===== src/rtl/lc3_mon_pkg.sv =====
// Shared types and helpers for the LC-3 instruction monitor.
// Latency: n/a (types, constants and pure functions only).
// Backpressure: n/a.
// Contents: opcode_t, expected per-instruction memory access counts,
//   sext() sign extension, cc_sets() NZP-writer predicate, access expectations.
package lc3_mon_pkg;

  typedef enum logic [3:0] {
    OP_BR   = 4'd0,
    OP_ADD  = 4'd1,
    OP_LD   = 4'd2,
    OP_ST   = 4'd3,
    OP_JSR  = 4'd4,
    OP_AND  = 4'd5,
    OP_LDR  = 4'd6,
    OP_STR  = 4'd7,
    OP_RTI  = 4'd8,
    OP_NOT  = 4'd9,
    OP_LDI  = 4'd10,
    OP_STI  = 4'd11,
    OP_JMP  = 4'd12,
    OP_RES  = 4'd13,
    OP_LEA  = 4'd14,
    OP_TRAP = 4'd15
  } opcode_t;

  typedef enum logic {
    S_IDLE = 1'b0,
    S_EXEC = 1'b1
  } mon_state_t;

  // Every read count includes the MDR load of the following fetch.
  localparam logic [2:0] RD_EXP_LD      = 3'd2;  // LD and LDR
  localparam logic [2:0] RD_EXP_LDI     = 3'd3;
  localparam logic [2:0] RD_EXP_STI     = 3'd2;
  localparam logic [2:0] RD_EXP_TRAP    = 3'd2;
  localparam logic [2:0] RD_EXP_DEFAULT = 3'd1;
  localparam logic [2:0] WR_EXP_STORE   = 3'd1;  // ST, STR, STI
  localparam logic [2:0] WR_EXP_DEFAULT = 3'd0;
  localparam logic [2:0] CNT_SAT        = 3'd7;

  // Sign-extend the low 'width' bits of value to 16 bits.
  function automatic logic [15:0] sext(input logic [15:0] value, input int width);
    logic [15:0] shl;
    shl = value << (16 - width);
    return $unsigned($signed(shl) >>> (16 - width));
  endfunction

  function automatic logic cc_sets(input opcode_t op);
    case (op)
      OP_ADD, OP_AND, OP_NOT, OP_LD, OP_LDI, OP_LDR, OP_LEA: return 1'b1;
      default: return 1'b0;
    endcase
  endfunction

  function automatic logic [2:0] exp_rd(input opcode_t op);
    case (op)
      OP_LD, OP_LDR: return RD_EXP_LD;
      OP_LDI:        return RD_EXP_LDI;
      OP_STI:        return RD_EXP_STI;
      OP_TRAP:       return RD_EXP_TRAP;
      default:       return RD_EXP_DEFAULT;
    endcase
  endfunction

  function automatic logic [2:0] exp_wr(input opcode_t op);
    case (op)
      OP_ST, OP_STR, OP_STI: return WR_EXP_STORE;
      default:               return WR_EXP_DEFAULT;
    endcase
  endfunction

  // RTI and the reserved opcode have no defined access pattern.
  function automatic logic check_skip(input opcode_t op);
    return (op == OP_RTI) || (op == OP_RES);
  endfunction

endpackage


===== src/rtl/lc3_hist_ring.sv =====
// Ring of the most recent fetch PCs, readable by age (0 = newest).
// Latency: write on the fetch edge, read is combinational.
// Backpressure: none; every write is accepted.
// Ports: clk, reset (sync, active-high), wr_en/wr_pc write port,
//   rd_idx age select, rd_pc selected entry (0 if never written).
module lc3_hist_ring #(
  parameter int HIST_DEPTH = 8,
  parameter int IDX_W      = $clog2(HIST_DEPTH)
) (
  input  logic             clk,
  input  logic             reset,
  input  logic             wr_en,
  input  logic [15:0]      wr_pc,
  input  logic [IDX_W-1:0] rd_idx,
  output logic [15:0]      rd_pc
);

  logic [15:0]      ring [HIST_DEPTH];
  logic [IDX_W-1:0] wptr;
  logic [IDX_W-1:0] rd_addr;

  always_ff @(posedge clk) begin
    if (reset) begin
      wptr <= '0;
      for (int i = 0; i < HIST_DEPTH; i++) ring[i] <= 16'h0000;
    end else if (wr_en) begin
      ring[wptr] <= wr_pc;
      wptr       <= wptr + 1'b1;
    end
  end

  // Power-of-two depth: pointer arithmetic wraps naturally.
  assign rd_addr = wptr - 1'b1 - rd_idx;
  assign rd_pc   = ring[rd_addr];

endmodule


===== src/rtl/lc3_instr_monitor.sv =====
// Passive LC-3 bus monitor: captures fetched instructions, decodes fields, checks access counts.
// Latency: fields/instr_valid/access_err appear one cycle after the ld_ir edge.
// Backpressure: none; purely observes the bus and never stalls the DUT.
// Ports: clk, reset (sync, active-high); bus snoop address/dataFromMemory/ld_ir/mem_rd/mem_we/
//   pc_at_fetch; decoded outputs (instruction, opcode, register fields, offsets, NZP, cc_update);
//   access_err pulse; instr_count; hist_rd_idx/hist_pc history read (needs LC3_MON_HISTORY_EN).
module lc3_instr_monitor
  import lc3_mon_pkg::*;
#(
  parameter int HIST_DEPTH = 8,
  parameter int CNT_W      = 32
) (
  input  logic                          clk,
  input  logic                          reset,
  input  logic [15:0]                   address,
  input  logic [15:0]                   dataFromMemory,
  input  logic                          ld_ir,
  input  logic                          mem_rd,
  input  logic                          mem_we,
  input  logic [15:0]                   pc_at_fetch,
  output logic                          instr_valid,
  output logic [15:0]                   instruction,
  output logic [3:0]                    opcode,
  output logic [2:0]                    dr,
  output logic [2:0]                    sr1,
  output logic [2:0]                    sr2,
  output logic [2:0]                    base_r,
  output logic                          imm_sw,
  output logic                          jsr_sw,
  output logic                          br_n,
  output logic                          br_z,
  output logic                          br_p,
  output logic [15:0]                   imm5,
  output logic [15:0]                   pcoffset6,
  output logic [15:0]                   pcoffset9,
  output logic [15:0]                   pcoffset11,
  output logic [7:0]                    trapvect8,
  output logic [15:0]                   fetch_pc,
  output logic                          cc_update,
  output logic                          access_err,
  output logic [CNT_W-1:0]              instr_count,
  input  logic [$clog2(HIST_DEPTH)-1:0] hist_rd_idx,
  output logic [15:0]                   hist_pc
);

  mon_state_t state, state_nxt;
  logic       count_en;
  logic       do_check;

  logic [2:0] rd_cnt, wr_cnt;
  logic [2:0] rd_final, wr_final;
  logic       mismatch;
  opcode_t    op;

  // The address bus is only snooped for debug visibility; nothing depends on it.
  logic unused_address;
  assign unused_address = ^address;

  // ---------------- FSM ----------------
  always_ff @(posedge clk) begin
    if (reset) state <= S_IDLE;
    else       state <= state_nxt;
  end

  always_comb begin
    state_nxt = state;
    count_en  = 1'b0;
    do_check  = 1'b0;
    case (state)
      S_IDLE: begin
        if (ld_ir) state_nxt = S_EXEC;
      end
      S_EXEC: begin
        count_en = 1'b1;
        do_check = ld_ir;
      end
      default: state_nxt = S_IDLE;
    endcase
  end

  // ---------------- access counting ----------------
  // Final counts include strobes in the current cycle, so a read that
  // coincides with ld_ir is charged to the outgoing instruction.
  assign rd_final = (rd_cnt == CNT_SAT) ? CNT_SAT : rd_cnt + {2'b00, mem_rd};
  assign wr_final = (wr_cnt == CNT_SAT) ? CNT_SAT : wr_cnt + {2'b00, mem_we};

  assign op       = opcode_t'(instruction[15:12]);
  assign mismatch = !check_skip(op) &&
                    ((rd_final != exp_rd(op)) || (wr_final != exp_wr(op)));

  always_ff @(posedge clk) begin
    if (reset) begin
      instruction <= 16'h0000;
      fetch_pc    <= 16'h0000;
      instr_valid <= 1'b0;
      access_err  <= 1'b0;
      instr_count <= '0;
      rd_cnt      <= 3'd0;
      wr_cnt      <= 3'd0;
    end else begin
      instr_valid <= ld_ir;
      access_err  <= do_check && mismatch;
      if (ld_ir) begin
        instruction <= dataFromMemory;
        fetch_pc    <= pc_at_fetch;
        instr_count <= instr_count + 1'b1;
        rd_cnt      <= 3'd0;
        wr_cnt      <= 3'd0;
      end else if (count_en) begin
        rd_cnt <= rd_final;
        wr_cnt <= wr_final;
      end
    end
  end

  // ---------------- decode ----------------
  // Fields are pure slices of the registered instruction, so they update on
  // the capture edge and hold until the next fetch; reset clears them to 0.
  assign opcode     = instruction[15:12];
  assign dr         = instruction[11:9];
  assign sr1        = instruction[8:6];
  assign sr2        = instruction[2:0];
  assign base_r     = instruction[8:6];
  assign imm_sw     = instruction[5];
  assign jsr_sw     = instruction[11];
  assign br_n       = instruction[11];
  assign br_z       = instruction[10];
  assign br_p       = instruction[9];
  assign imm5       = sext(instruction, 5);
  assign pcoffset6  = sext(instruction, 6);
  assign pcoffset9  = sext(instruction, 9);
  assign pcoffset11 = sext(instruction, 11);
  assign trapvect8  = instruction[7:0];
  assign cc_update  = cc_sets(op);

  // ---------------- optional PC history ----------------
`ifdef LC3_MON_HISTORY_EN
  lc3_hist_ring #(
    .HIST_DEPTH (HIST_DEPTH)
  ) u_hist (
    .clk    (clk),
    .reset  (reset),
    .wr_en  (ld_ir),
    .wr_pc  (pc_at_fetch),
    .rd_idx (hist_rd_idx),
    .rd_pc  (hist_pc)
  );
`else
  logic unused_hist_idx;
  assign unused_hist_idx = ^hist_rd_idx;
  assign hist_pc         = 16'h0000;
`endif

endmodule


===== config.mk =====
export PLATFORM = sky130hd
export DESIGN_NAME = lc3_instr_monitor
export DESIGN_NICKNAME = d
export VERILOG_FILES = /design/src/rtl/lc3_mon_pkg.sv /design/src/rtl/lc3_hist_ring.sv /design/src/rtl/lc3_instr_monitor.sv
export SDC_FILE = /design/constraint.sdc
export NUM_CORES = 1
export LEC_CHECK = 0
export ABC_AREA = 0
export CORE_MARGIN = 10
export CORE_UTILIZATION = 38
export CTS_BUF_LIST = sky130_fd_sc_hd__clkbuf_16
export CTS_CLUSTER_DIAMETER = 150
export DETAILED_ROUTE_END_ITERATION = 6
export GPL_TIMING_DRIVEN = 1
export HOLD_SLACK_MARGIN = 0.03
export PLACE_DENSITY = 0.78
export SYNTH_ARGS = -nofsm -noshare
export SYNTH_HDL_FRONTEND = slang
export SYNTH_SLANG_ARGS = --single-unit

===== constraint.sdc =====
create_clock -name clk -period 1.9 [get_ports clk]
set_input_delay 0.285 -clock clk [delete_from_list [all_inputs] [get_ports clk]]
set_output_delay 0.285 -clock clk [all_outputs]
set_load 0.02 [all_outputs]

==> results.toml <==
[cts]
cts_sinks = 73
cts-root-buf = "clkbuf_16"
clockBufferDepth = 2
cts_setup_buffers = 0
clk_pin_slew_ps = 60
cts_buffers = 9
cts_tree = "done"
clk_latency_ps = 330
h-tree-depth = 3

[global_route]
grt_start_max_net_pins = 36
grt_pass1_wl_mm = 16.7
gr-total-overflow = 0
grt_use_total_pct = 14.0
grt_pass1_vias = 3110
antenna_found_initial = 0

[pwr]
intPower_uw = 3130
power_density_mw_per_mm2 = 766
ir_drop_mv = 0.382
p_seq_share_pct = 38.6
p_sw_share_pct = 26.7
leakagePower_uw = 0.00220
power.switching_uw = 1140
clkPwrFrac_pct = 42.5
power_frac_comb_pct = 18.9

[sta]
final_hold_viol_count = 0
worst_slew_pin_slew_ps = 554
rsz0062_at_grt = "false"
maxSlewHeadroom_pct = 63.1
maxSlewViolCount = 0
setup_viol = 0
tns_ps = 0
skew_ps = 9.31
fmax_mhz = 551
fin_crit_sh_pct = 95.5
fin_crit_ps = 1820

[placed_design]
place.gp.congestion = 0.766
port_buffers = 196
hpwl_mm = 8.69
dp.cells = 665

[critical_path]
r2r_cells = 5
required_ps = 1620
cp_slowest_cell = "clkdlybuf4s50_1"
crit_fanout = 17
cp_cell_sequence = "buf_4 > clkdlybuf4s50_1"
slowest_delay_ps = 650
r2r_slack_ps = 160
path_class = "register to primary output"
crit_path_end_kind = "primary output"
cp_top_family = "buffers and inverters"
r2r_start = "instr_count[1]"
reg2reg_to = "instr_count[12]"
start_kind = "register"
crit_arrival_ps = 1530
cp_num_buf_inv = 2
path_depth = 2

[die]
die_area_mm2 = 0.0146
fp.coreArea_mm2 = 0.00982
initial_core_util_pct = 39.4
rows = 36
die_h_um = 121
pin_count = 232
die_width_um = 121

[logic_synthesis]
seq_area_frac_synth_pct = 37.8
synth-edff-count = 0
synth_ff_type = "dfxtp_1"
async_flop_share_pct = 0
yosysWarningCount = 0
syn-cell-area_mm2 = 0.00386
syn_inst = 435
yosysTopAreaCellShare_pct = 37.8
synth_cell_types = 34
synth_area_leaders = "dfxtp_1, buf_4, mux2i_1, nor2_1, xor2_1"
yosysTopAreaCell = "dfxtp_1"
yosysMostFrequentCell = "buf_4"
ys_top_cells_by_count = "buf_4, dfxtp_1, nor2_1"
avgSynthCellArea_um2 = 8.88
ys_seq_elements = 73

[worst_hold_path]
hold_depth = 2
whs_endpoint = "fetch_pc[12]"
hp-start = "reset"
hold_path_class = "input port to register"

[detailed_routing]
wl_per_cell_um = 16.1
vias = 3135
drt-initial-drc-count = 113
drc = 0
routed_via_density = 4.60
final_antenna_net_count = 0
firstDrtPassIters = 5
wl_mm = 11.0

[status]
status = "completed"

[cells_and_area]
n_antenna_cell = 0
fillCellCount = 893
area_growth_pct = 44.0
final_cells = 681
drive_gt1_share_pct = 6.75
final_net_count = 604

[job]
max_cap_viol_count = 0
[layout make-up]
class                   count  area [µm²]  share of cell area, %
repair buffers            206        2030                   36.4
well taps                 133         166                   2.99
inverters                   4        15.0                  0.270
flip-flops and latches     73        1470                   26.4
clock buffers               9         225                   4.05
multi-input cells         249        1570                   28.2
clock inverters             7        93.8                   1.69
[kinds of logic after synthesis]
group / Yosys count / synth area share [%]
and+or+nand+nor: 143 / 18.5
adders and majority gates: 5 / 1.62
buffers and inverters: 128 / 23.1
other: 1 / 0.0970
DFF: 73 / 37.8
AOI/OAI and AO/OA: 20 / 2.98
muxes: 34 / 8.81
xor gates and xnor gates: 31 / 7.02
[layer usage]
| layer | share of wire, % | GRT usage [%] | vias to the layer above |
|---|---|---|---|
| met5 | 0 | 0 | - |
| met4 | 1.4 | 4.07 | 0 |
| met3 | 8.4 | 5.68 | 18 |
| met2 | 50 | 24.6 | 145 |
| met1 | 40 | 15.0 | 1446 |
| li1 | - | - | 1526 |
[stage by stage]
| stage | instance area, µm² | setup slack, ps | hold WS [ps] | util (%) | power, µW |
|---|---|---|---|---|---|
| floorplan | 3920 | 105 | 432 | - | 2230 |
| global route | 5560 | 14.9 | 359 | 56.7 | 4440 |
| detailed placement | 5240 | 41.7 | 485 | 53.3 | 2500 |
| global placement | 5240 | 56.0 | 474 | 53.3 | 2480 |
| finish | 5560 | 84.8 | 343 | 56.7 | 4260 |
| CTS | 5560 | 22.4 | 353 | 56.6 | 4320 |
[worst max-delay path by stage]
stage / startpoint / to / slack [ps]
after floorplan: instr_count[0] / instr_count[12] / 100
after global placement: mem_rd / access_err / 60
after detailed placement: mem_rd / access_err / 40
after CTS: instruction[8] / pcoffset9[13] / 20
after global routing: instruction[4] / imm5[7] / 10
final: instruction[4] / imm5[7] / 80
[power groups by stage]
stage               combinational [µW]  sequential (µW)  clock [µW]
global placement                   805             1670           0
global route                       854             1660        1930
detailed placement                 817             1680           0
finish                             807             1650        1810
floorplan                          503             1730           0
CTS                                818             1650        1850
[sequential cells by signal (all words and copies together), names as in the netlist]
name	count
access_err	1
fetch_pc	16
instr_count	32
instr_valid	1
instruction	16
rd_cnt	3
state	1
wr_cnt	3
[cell usage in the layout (no fill, tap or decap), types with 3 or more instances in the layout]
cell             count
xnor2_1              8
or3_1                4
conb_1              16
clkbuf_16            9
dfxtp_1             69
nand4_1             10
ha_1                 5
o21ai_0              7
nand3_1             16
nor3_1               3
clkdlybuf4s50_1    193
and3_1               4
mux2i_1             34
dfxtp_2              4
xor2_1              23
nand2_1             18
inv_1                4
nor2_1              70
buf_4               10
a21oi_1              8
and2_1               3
[what timing repair did]
| action | CTS | global route |
|---|---|---|
| hold buffers | 0 | 0 |
| pin swaps | 0 | 0 |
| gates resized for setup | 3 | 3 |
| setup endpoints to repair | 17 | 22 |
(Power assumes the default switching activity.)
